===== src/rtl/trena_pkg.sv =====
// Shared types, ASCII constants and helpers for the tape-measure UART transmitter.
package trena_pkg;

  localparam int unsigned CHAR_W = 7;
  localparam int unsigned BCD_W  = 4;

  typedef enum logic [3:0] {
    ST_IDLE   = 4'd0,
    ST_START  = 4'd1,
    ST_DATA   = 4'd2,
    ST_PARITY = 4'd3,
    ST_STOP   = 4'd4,
    ST_NEXT   = 4'd5,
    ST_DONE   = 4'd6
  } estado_t;

  localparam logic [CHAR_W-1:0] ASCII_HASH       = 7'h23;
  localparam logic [CHAR_W-1:0] ASCII_QMARK      = 7'h3F;
  localparam logic [CHAR_W-1:0] ASCII_CR         = 7'h0D;
  localparam logic [CHAR_W-1:0] ASCII_LF         = 7'h0A;
  localparam logic [2:0]        ASCII_DIGIT_BASE = 3'b011;

  // Non-BCD digits are reported as '?' so a corrupt reading is visible on the terminal.
  function automatic logic [CHAR_W-1:0] bcd_to_ascii(input logic [BCD_W-1:0] d);
    return (d > 4'd9) ? ASCII_QMARK : {ASCII_DIGIT_BASE, d};
  endfunction

  function automatic logic parity7(input logic [CHAR_W-1:0] data, input logic odd);
    return (^data) ^ odd;
  endfunction

endpackage


===== src/rtl/contador_baud.sv =====
// Bit-time counter: counts 0..DIV-1 and flags the last cycle of each bit.
module contador_baud #(
  parameter int unsigned DIV = 434
) (
  input  logic clock,
  input  logic reset,
  input  logic clr,
  output logic tick_c
);

  localparam int unsigned CNT_W = (DIV > 1) ? $clog2(DIV) : 1;

  logic [CNT_W-1:0] count_q, count_d;

  assign tick_c = (count_q == CNT_W'(DIV - 1));

  always_comb begin
    count_d = count_q + 1'b1;
    if (clr || tick_c) count_d = '0;
  end

  always_ff @(posedge clock or negedge reset) begin
    if (!reset) count_q <= '0;
    else        count_q <= count_d;
  end

endmodule


===== src/rtl/trena_tx_medida.sv =====
// Sends a latched N-digit BCD distance as an ASCII UART frame (7 data bits + parity).
// Define TRENA_TX_CRLF_EN to append CR LF after the terminator.
module trena_tx_medida
  import trena_pkg::*;
#(
  parameter int unsigned N_DIGITS   = 3,
  parameter int unsigned CLK_FREQ   = 50000000,
  parameter int unsigned BAUD       = 115200,
  parameter int unsigned PARITY_ODD = 1,
  parameter int unsigned STOP_BITS  = 1,
  parameter logic [6:0]  TERMINATOR = 7'h23
) (
  input  logic                  clock,
  input  logic                  reset,
  input  logic                  enviar,
  input  logic [4*N_DIGITS-1:0] medida,
  output logic                  saida_serial,
  output logic                  ocupado,
  output logic                  pronto,
  output logic [3:0]            db_estado
);

  localparam int unsigned DIV   = CLK_FREQ / BAUD;
  localparam int unsigned MED_W = BCD_W * N_DIGITS;
`ifdef TRENA_TX_CRLF_EN
  localparam int unsigned N_CHARS = N_DIGITS + 3;
`else
  localparam int unsigned N_CHARS = N_DIGITS + 1;
`endif
  localparam int unsigned IDX_W = $clog2(N_CHARS);

  estado_t             state_q, state_d;
  logic [IDX_W-1:0]    idx_q, idx_d;
  logic [2:0]          bit_q, bit_d;
  logic [MED_W-1:0]    shadow_q, shadow_d;
  logic [CHAR_W-1:0]   char_q, char_d;
  logic [CHAR_W-1:0]   sh_q, sh_d;
  logic                saida_q, saida_d;
  logic                ocupado_q, ocupado_d;
  logic                pronto_q, pronto_d;
  logic                clr_c;
  logic                tick_c;

  // Character idx of the frame: digits MSB first, then the terminator (and CR LF).
  function automatic logic [CHAR_W-1:0] char_at(input logic [MED_W-1:0] m,
                                                input logic [IDX_W-1:0] idx);
    logic [CHAR_W-1:0] c;
    c = TERMINATOR;
    for (int k = 0; k < N_DIGITS; k++) begin
      if (idx == IDX_W'(N_DIGITS - 1 - k)) c = bcd_to_ascii(m[BCD_W*k +: BCD_W]);
    end
`ifdef TRENA_TX_CRLF_EN
    if (idx == IDX_W'(N_DIGITS + 1)) c = ASCII_CR;
    if (idx == IDX_W'(N_DIGITS + 2)) c = ASCII_LF;
`endif
    return c;
  endfunction

  contador_baud #(.DIV(DIV)) u_baud (
    .clock  (clock),
    .reset  (reset),
    .clr    (clr_c),
    .tick_c (tick_c)
  );

  always_comb begin
    state_d  = state_q;
    idx_d    = idx_q;
    bit_d    = bit_q;
    shadow_d = shadow_q;
    char_d   = char_q;
    sh_d     = sh_q;
    clr_c    = 1'b0;

    case (state_q)
      ST_IDLE: begin
        if (enviar) begin
          state_d  = ST_START;
          shadow_d = medida;
          idx_d    = '0;
          bit_d    = '0;
          char_d   = char_at(medida, '0);
          clr_c    = 1'b1;
        end
      end
      ST_START: begin
        if (tick_c) begin
          state_d = ST_DATA;
          sh_d    = char_q;
          bit_d   = '0;
        end
      end
      ST_DATA: begin
        if (tick_c) begin
          if (bit_q == 3'd6) begin
            state_d = ST_PARITY;
          end else begin
            bit_d = bit_q + 3'd1;
            sh_d  = {1'b0, sh_q[CHAR_W-1:1]};
          end
        end
      end
      ST_PARITY: begin
        if (tick_c) begin
          state_d = ST_STOP;
          bit_d   = '0;
        end
      end
      ST_STOP: begin
        // The NEXT decision happens here so characters follow back to back.
        if (tick_c) begin
          if (bit_q == 3'(STOP_BITS - 1)) begin
            if (idx_q == IDX_W'(N_CHARS - 1)) begin
              state_d = ST_DONE;
            end else begin
              state_d = ST_START;
              idx_d   = idx_q + 1'b1;
              char_d  = char_at(shadow_q, idx_q + 1'b1);
            end
          end else begin
            bit_d = bit_q + 3'd1;
          end
        end
      end
      ST_DONE: state_d = ST_IDLE;
      default: state_d = ST_IDLE;
    endcase

    // Outputs are decoded from the next state so they change on the same edge as the FSM.
    case (state_d)
      ST_START:  saida_d = 1'b0;
      ST_DATA:   saida_d = sh_d[0];
      ST_PARITY: saida_d = parity7(char_q, PARITY_ODD != 0);
      default:   saida_d = 1'b1;
    endcase
    ocupado_d = (state_d == ST_START) || (state_d == ST_DATA) ||
                (state_d == ST_PARITY) || (state_d == ST_STOP);
    pronto_d  = (state_d == ST_DONE);
  end

  always_ff @(posedge clock or negedge reset) begin
    if (!reset) begin
      state_q   <= ST_IDLE;
      idx_q     <= '0;
      bit_q     <= '0;
      shadow_q  <= '0;
      char_q    <= '0;
      sh_q      <= '0;
      saida_q   <= 1'b1;
      ocupado_q <= 1'b0;
      pronto_q  <= 1'b0;
    end else begin
      state_q   <= state_d;
      idx_q     <= idx_d;
      bit_q     <= bit_d;
      shadow_q  <= shadow_d;
      char_q    <= char_d;
      sh_q      <= sh_d;
      saida_q   <= saida_d;
      ocupado_q <= ocupado_d;
      pronto_q  <= pronto_d;
    end
  end

  assign saida_serial = saida_q;
  assign ocupado      = ocupado_q;
  assign pronto       = pronto_q;
  assign db_estado    = state_q;

endmodule


===== config.mk =====
export PLATFORM = sky130hd
export DESIGN_NAME = trena_tx_medida
export DESIGN_NICKNAME = d
export VERILOG_FILES = /design/src/rtl/trena_pkg.sv /design/src/rtl/contador_baud.sv /design/src/rtl/trena_tx_medida.sv
export SDC_FILE = /design/constraint.sdc
export NUM_CORES = 1
export LEC_CHECK = 0
export CAP_MARGIN = 25
export CORE_UTILIZATION = 62
export CTS_CLUSTER_SIZE = 8
export DETAILED_ROUTE_END_ITERATION = 10
export HOLD_SLACK_MARGIN = 0.05
export PLACE_DENSITY = 0.85
export SLEW_MARGIN = 40
export SYNTH_ARGS = -nofsm -noshare
export SYNTH_HDL_FRONTEND = slang
export SYNTH_SLANG_ARGS = --single-unit

===== constraint.sdc =====
create_clock -name clock -period 3.4 [get_ports clock]
set_input_delay 0.51 -clock clock [delete_from_list [all_inputs] [get_ports clock]]
set_output_delay 0.51 -clock clock [all_outputs]
set_load 0.03 [all_outputs]

==> results.md, run 1 <==
- Routed WL per cell: 14.5 µm
- Slew Limit Fails: 0
- Leakage: 1.18 nW
- # fillers: 279
- Critical path type: reg -> out
- Synth Instances: 240
- Antenna-violating nets left: 0
- Clock Skew: 0.00731 ns
- Maximum operating frequency: 0.443 GHz
- Sequential fraction of the synthesis area: 45.8%
- Worst Setup End Kind: output pin
- Crit path max-delay family: buffers and inverters
- Fin crit share: 66.4%
- Initial antenna violation count: 0
- Vias per cell: 5.91
- # rows: 22
- Worst Hold Class: in -> async
- Placer Congestion: 0.854
- Yosys warnings: 0
- Clk network pwr share: 27.4%
- Met2 WL post-DR: 2310 µm
- Layout Nets: 285
- Post-CTS Resized: 0
- Post-synth EDFFs: 0
- M1 WL: 1980 µm
- Flops & latches, synth: 45
- Top-count cell post-synth: dfrtp_1
- Critical-path cell list: clkdlybuf4s50_1
- Later-pin clock latency in the skew report: 0.30 ns
- H-tree depth: 2
- Die Wd: 65.0 µm
- Syn Area/Cell: 10.3 µm²
- Register share of total power: 54.0%
- Req. time, crit path: 2.89 ns
- FFs w/ async S/R, synth: 100%
- Outcome: complete, no violations
- Syn Nets: 265
- Post-synth top area share: 44.7%
- Clock sinks: 45
- Mapped Area: 0.00246 mm²
- Setup bufs post-CTS: 0
- Worst setup SP type: flip-flop
- Post-route DRC: 0
- Setup Viol. Count Final: 0
- Synth top area cells: dfrtp_1, mux2_2, ha_1
- Starting Density: 65.8%
- Post-synth top area cell: dfrtp_1
- VDD IR max: 0.000333 V
- Core Area: 0.00374 mm²
- Sw frac: 28.5%
- Clk buf depth: 2
- First-pass GRT wire length: 8050 µm
- Synth-to-layout area growth: 12.8%
- Crit-path slowest cell: clkdlybuf4s50_1
- Vias in the first global route: 1805
- Critical path buffers and inverters: 1
- Slew @ Worst Pin: 0.687 ns
- Post-layout min period: 2.26 ns
- Pwr/cell area: 452 mW/mm²
- Power share of the combinational group: 18.7%
- Final TNS setup: 0 ns
- DRT iter0 DRCs: 165
- Drt total wl: 4480 µm
- Port Buf Inserts: 21
- CP Max Fanout: 14
- Chip height: 65.0 µm
- Net load switching power: 359 µW
- Slew headroom: 54.2%
- Number of max-cap violations: 0
- N_diodes: 0
- Hold Vio Cnt, Final: 0
- Num ports: 22
- Clock slew seen by the registers of the worst setup and hold paths: 0.08 ns
- WL met3: 133 µm
- CP max stage delay: 0.77 ns
- Routed via count: 1826
- CTS buffer count: 5
- Max Used Layer: met4
- RSZ-0062 raised after global routing: false
- Pint: 898 µW
- Congestion Overflow GR: 0
- Drt first pass iters: 4
- Commonest cells in the netlist: dfrtp_1, nor2_1, nand2_1
- DP Wirelength: 3270 µm
- GRT Util Overall: 25.1%
- Hold Buf Count CTS: 0
- Synth Flop Type: dfrtp_1
- Overall Power: 1.26 mW
- Clock root cell: clkbuf_8
- Fraction of layout cells with a size suffix above 1: 11.9%
- Arr. time, crit path: 1.75 ns
- Die area: 0.00423 mm²
- Yosys cell types: 58
- Largest net degree at the start of global routing: 46
- CTS tree: done
-- worst paths after layout --
path,to,cells past startpoint,slack (ns),start
worst min-delay path,db_estado[2],1,0.19,reset
worst min register to register,u_baud.count_q[0],1,0.49,u_baud.count_q[0]
worst max register to register,idx_q[0],4,1.25,db_estado[2]
worst max-delay path,db_estado[1],1,1.14,db_estado[1]
max in group asynchronous,u_baud.count_q[7],1,2.83,reset
min in group clock,u_baud.count_q[0],1,0.49,u_baud.count_q[0]
-- power groups by stage --
stage,clock (mW),combinational [mW],sequential (mW)
after floorplan,0,0.174,0.674
after global placement,0,0.229,0.683
after detailed placement,0,0.235,0.689
after CTS,0.355,0.238,0.678
after global routing,0.377,0.264,0.688
final,0.344,0.235,0.678
-- sequential cells by signal (all words and copies together) (netlist names) --
name and count:
shadow_q 12, u_baud.count_q 9, char_q 6, sh_q 6
db_estado 4, bit_q 3, idx_q 2, ocupado 1
pronto 1, saida_serial 1
-- kinds of logic after synthesis --
logic type / Yosys count / share of synthesized area (%)
AO/OA/AOI/OAI: 54 / 15.1
XOR/XNOR: 11 / 3.91
adder cells (fa/ha/maj): 10 / 5.08
buffers and inverters: 16 / 3.15
flip-flops: 45 / 45.8
multiplexers: 13 / 5.89
other: 1 / 0.152
AND/OR/NAND/NOR: 90 / 21.0
-- worst register-to-register path: cells and delay by family, from the launching register on --
| family | cells | cell delay [ns] |
|---|---|---|
| AO/OA/AOI/OAI | 1 | 0.36 |
| flip-flops | 1 | 0.52 |
| multiplexers | 1 | 0.23 |
| AND/OR/NAND/NOR | 2 | 0.96 |
-- cell usage in the layout, fill, tap and decap left out, drive strengths merged, types with 3 or more instances in the layout --
cell | Yosys | layout
nor4b | 3 | 3
ha | 10 | 10
mux2 | 12 | 12
nor3b | 4 | 4
a22oi | 4 | 4
a31oi | 4 | 4
dfrtp | 44 | 44
a21oi | 12 | 12
nand2 | 22 | 22
xor2 | 4 | 4
and3 | 4 | 4
clkbuf | 1 | 6
clkdlybuf4s50 | 0 | 20
xnor2 | 7 | 7
nand3 | 6 | 6
nor2 | 24 | 24
nor2b | 8 | 8
o21ai | 12 | 12
inv | 8 | 8
-- area by class of cell --
cell class / instances / area, µm² / share of cell area [%]
sequential: 45 / 1130 / 40.5
tap: 48 / 60.1 / 2.16
inverter: 8 / 30.0 / 1.08
multi-input combinational: 179 / 1260 / 45.3
clock inverter: 2 / 13.8 / 0.495
clock buffer: 6 / 82.6 / 2.97
timing repair buffer: 21 / 208 / 7.47
-- metrics by stage --
step	util [%]	instance area, µm²	hold slack [ns]	setup WS [ns]	instances
6_report	74.3	2780	0.195	1.14	309
3_3_place_gp	71.6	2680	0.473	1.18	301
2_1_floorplan	-	2460	0.214	1.45	240
4_1_cts	74.3	2780	0.212	1.14	309
3_5_place_dp	71.7	2680	0.482	1.13	301
5_1_grt	74.3	2780	0.240	1.08	309
-- routing by layer --
layer,GRT usage [%],vias to the layer above
met5,0,-
met2,43.2,36
met4,8.97,0
met3,4.75,5
li1,-,898
met1,31.4,887
Power figures use the tool's default switching activity.
==> run 2: changes to the inputs <==
CORE_UTILIZATION = 57   (was 62)
PLACE_DENSITY = 0.79   (was 0.85)
clock period = 2.2 ns   (was 3.4 ns; I/O delays follow)
==> results.md, run 2 (same netlist as run 1, synthesis figures left out) <==
- Routed via count: 1803
- Clock sinks: 45
- M1 WL: 2170 µm
- Critical path type: reg -> reg
- Antenna-violating nets left: 0
- Clock root cell: clkbuf_8
- Worst Setup End Kind: flip-flop
- VDD IR max: 0.000483 V
- Leakage: 1.20 nW
- Met2 WL post-DR: 2180 µm
- Clock slew seen by the registers of the worst setup and hold paths: 0.08 ns
- Die Wd: 67.7 µm
- WHS: 0.498 ns
- Regs by FF count: shadow_q x12, u_baud.count_q x9
- Number of max-cap violations: 0
- Vias per cell: 5.69
- Fin crit share: 91.3%
- Critical path origin: u_baud.count_q[1]
- Drt first pass iters: 4
- Vias in the first global route: 1744
- RSZ-0062 raised after global routing: false
- Slew @ Worst Pin: 0.522 ns
- # fillers: 300
- Largest register FFs: 12
- H-tree depth: 2
- Finished Core Util: 69.2%
- Chip height: 67.7 µm
- WL met3: 133 µm
- Later-pin clock latency in the skew report: 0.29 ns
- Worst Hold Class: reg -> reg
- Post-CTS Resized: 0
- CP Max Fanout: 5
- Reg area: 0.00113 mm²
- Slew headroom: 65.2%
- Most frequent cells in the layout: dfrtp_1, nor2_1, nand2_1
- Fraction of layout cells with a size suffix above 1: 12.7%
- Design Area, Final: 0.00283 mm²
- Pwr/cell area: 677 mW/mm²
- Commonest non-fill, non-tap cell in the layout: dfrtp_1
- Core Area: 0.00409 mm²
- Setup Viol. Count Final: 0
- DRT iter0 DRCs: 112
- CTS buffer count: 5
- Num ports: 22
- Layout Nets: 291
- Port Buf Inserts: 21
- Hold Vio Cnt, Final: 0
- Starting Density: 60.3%
- Worst setup SP type: flip-flop
- Worst R2R Start: u_baud.count_q[1]
- Initial antenna violation count: 0
- Worst Setup EP: saida_serial
- Req. time, crit path: 2.42 ns
- # rows: 23
- R2R Path End: saida_serial
- Worst r2r path cells: 7
- Area after DPL: 0.00273 mm²
- Outcome: complete, no violations
- GRT Util Overall: 23.7%
- Post-placement cell count: 308
- Setup bufs post-CTS: 0
- Routed WL per cell: 14.2 µm
- Largest net degree at the start of global routing: 25
- R2R Setup Slk: 0.19 ns
- Clock Skew: 0.00177 ns
- Clk buf depth: 2
- Drt total wl: 4510 µm
- Post-layout min period: 2.01 ns
- First-pass GRT wire length: 7960 µm
- Slew Limit Fails: 0
- CTS tree: done
- Post-route DRC: 0
- Arr. time, crit path: 2.23 ns
- Die area: 0.00459 mm²
- Synth-to-layout area growth: 14.8%
- Multi-input gate area: 0.00126 mm²
- N_diodes: 0
- Biggest register: shadow_q
- Congestion Overflow GR: 0
- Maximum operating frequency: 0.498 GHz
- DP Wirelength: 3260 µm
- Final TNS setup: 0 ns
- Max Used Layer: met4
- Final Instance Count excl. Fillers: 317
- Placer Congestion: 0.874
run 2: worst max-delay path, stage by stage, from the launching register on:
cell and delay, ns:
dfrtp_1 0.40, inv_1 0.06, ha_1 0.15, and4b_1 0.30
a41oi_1 0.16, a31oi_2 0.33, nand4_1 0.15, a221o_1 0.38
run 2: metal layers:
layer,track usage (%),vias to the layer above
met2,39.2,33
met5,0,-
li1,-,909
met1,30.6,859
met3,4.90,2
met4,7.45,0
run 2: worst min path at each step:
stage,start,to,slack [ns],depth (start not counted)
global placement,reset,bit_q[1],0.33,1
floorplan,reset,bit_q[0],0.03,0
finish,u_baud.count_q[0],u_baud.count_q[0],0.50,1
detailed placement,reset,bit_q[1],0.34,1
CTS,u_baud.count_q[0],u_baud.count_q[0],0.50,1
global route,u_baud.count_q[0],u_baud.count_q[0],0.51,1
run 2: what timing repair did:
| action | CTS | global route |
|---|---|---|
| hold buffers | 1 | 0 |
| hold endpoints to repair | 21 | 0 |
| setup endpoints to repair | 0 | 0 |
run 2: power breakdown:
part / total [mW] / internal [mW] / switching (mW)
sequential: 1.05 / 0.932 / 0.113
clock: 0.498 / 0.225 / 0.273
combinational: 0.370 / 0.205 / 0.165
total: 1.91 / 1.36 / 0.551
run 2: area by class of cell:
cell class / count / area share (%)
tap: 50 / 2.21
timing repair buffer: 27 / 9.38
clock buffer: 7 / 2.70
clock inverter: 1 / 0.265
multi-input combinational: 179 / 44.5
sequential: 45 / 39.9
inverter: 8 / 1.06
run 2: per-stage QoR:
stage / worst slack [ns] / power (mW)
3_3_place_gp: 0.272 / 1.42
5_1_grt: 0.0469 / 2.02
6_report: 0.192 / 1.91
2_1_floorplan: 0.251 / 1.31
4_1_cts: 0.203 / 1.93
3_5_place_dp: 0.220 / 1.43
==> run 3: changes to the inputs <==
GPL_TIMING_DRIVEN = 0   (was unset)
==> results.md, run 3 (same netlist as run 1, synthesis figures left out) <==
- Biggest register: shadow_q
- R2R Setup Slk: 0.20 ns
- Drt total wl: 4780 µm
- GRT Util Overall: 23.7%
- Worst Hold Class: in -> async
- Port Buf Inserts: 21
- Later-pin clock latency in the skew report: 0.29 ns
- DRT iter0 DRCs: 170
- Clock sinks: 45
- Chip height: 67.7 µm
- Slew @ Worst Pin: 0.666 ns
- Routed via count: 1856
- Clock root cell: clkbuf_8
- Number of max-cap violations: 0
- Most frequent cells in the layout: dfrtp_1, nor2_1, nand2_1
- Initial antenna violation count: 0
- Leakage: 1.22 nW
- Congestion Overflow GR: 0
- Regs by FF count: shadow_q x12, u_baud.count_q x9
- Setup WS pre-CTS: 0.192 ns
- CP Max Fanout: 10
- N_diodes: 0
- RSZ-0062 raised after global routing: false
- DP Wirelength: 3450 µm
- Antenna-violating nets left: 0
- Vias in the first global route: 1799
- Die area: 0.00459 mm²
- VDD IR max: 0.000446 V
- Fraction of layout cells with a size suffix above 1: 14.8%
- Critical path type: reg -> reg
- Placer Congestion: 0.880
- Clk buf depth: 2
- Clock Skew: 0.00705 ns
- Die Wd: 67.7 µm
- Maximum operating frequency: 0.499 GHz
- CTS buffer count: 5
- Synth-to-layout area growth: 16.0%
- Largest net degree at the start of global routing: 28
- H-tree depth: 2
- Setup Viol. Count Final: 0
- CTS tree: done
- Worst Setup End Kind: flip-flop
- First-pass GRT wire length: 7980 µm
- Finished Core Util: 69.9%
- Req. time, crit path: 2.38 ns
- Num ports: 22
- Starting Density: 60.3%
- Pwr/cell area: 676 mW/mm²
- Slew headroom: 55.5%
- Commonest non-fill, non-tap cell in the layout: dfrtp_1
- Core Area: 0.00409 mm²
- Drt first pass iters: 4
- Layout Nets: 295
- Worst R2R Start: db_estado[2]
- Hold Vio Cnt, Final: 0
- Post-layout min period: 2.00 ns
- Fin crit share: 91.0%
- Final setup margin: 0.197 ns
- Overall Power: 1.93 mW
- Arr. time, crit path: 2.18 ns
- Post-route DRC: 0
- Largest register FFs: 12
- Worst r2r path cells: 6
- Routed WL per cell: 14.9 µm
- Slew Limit Fails: 0
- R2R Path End: shadow_q[11]
- Vias per cell: 5.78
- Worst setup SP type: flip-flop
- Clock slew seen by the registers of the worst setup and hold paths: 0.09 ns
- # rows: 23
- Outcome: complete, no violations
- Setup bufs post-CTS: 0
run 3: cell count changes in the layout (fill, tap and decap cells not counted):
cell      previous run  this run
buf_6                0         1
clkbuf_1             2         1
buf_4                4         2
o41ai_2              0         1
clkinv_2             0         2
buf_2                1         5
o41ai_1              1         0
run 3: layer usage:
metal	track usage (%)	part of all wire, %	vias to the layer above
met2	39.4	50	46
met4	8.51	0.50	0
met1	30.1	45	891
li1	-	-	917
met5	0	0	-
met3	5.07	4.4	2
run 3: cell type report:
cell class,count,area [µm²]
Multi-Input combinational cell,179,1270
Fill cell,337,1230
Sequential cell,45,1130
Timing Repair Buffer,23,238
Clock buffer,5,68.8
Tap cell,50,62.6
Buffer,8,47.5
Inverter,8,30.0
Clock inverter,3,17.5
run 3: power breakdown:
group / internal [mW] / switching [mW]
logic: 0.213 / 0.180
registers: 0.933 / 0.107
clock network: 0.219 / 0.279
total: 1.36 / 0.566
run 3: how the worst max path moves through the flow:
stage	end	start	slack (ns)
CTS	bit_q[2]	u_baud.count_q[1]	0.18
global placement	shadow_q[9]	reset	-0.39
global route	bit_q[0]	u_baud.count_q[1]	0.04
finish	shadow_q[11]	db_estado[2]	0.20
detailed placement	bit_q[2]	u_baud.count_q[1]	0.19
floorplan	bit_q[2]	db_estado[0]	0.25
run 3: through the flow:
stage	hold WS, ns	instances	cell area [µm²]	setup TNS (ns)
3_3_place_gp	0.476	311	2740	-16.93
3_5_place_dp	0.221	312	2750	0
4_1_cts	0.437	321	2850	0
2_1_floorplan	0.0344	240	2460	0
6_report	0.438	321	2860	0
5_1_grt	0.476	321	2860	0
run 3: critical path, stage by stage (launching register included):
cell	delay (ns)
dfrtp_1	0.40
buf_2	0.19
nor2_1	0.26
and3_1	0.19
buf_2	0.20
buf_2	0.26
mux2_2	0.37
run 3: timing repair:
item | 4_1_cts | 5_1_grt
hold buffers | 1 | 0
endpoints found under the setup margin | 0 | 1
resized for setup | 0 | 1
hold endpoints to repair | 17 | 0
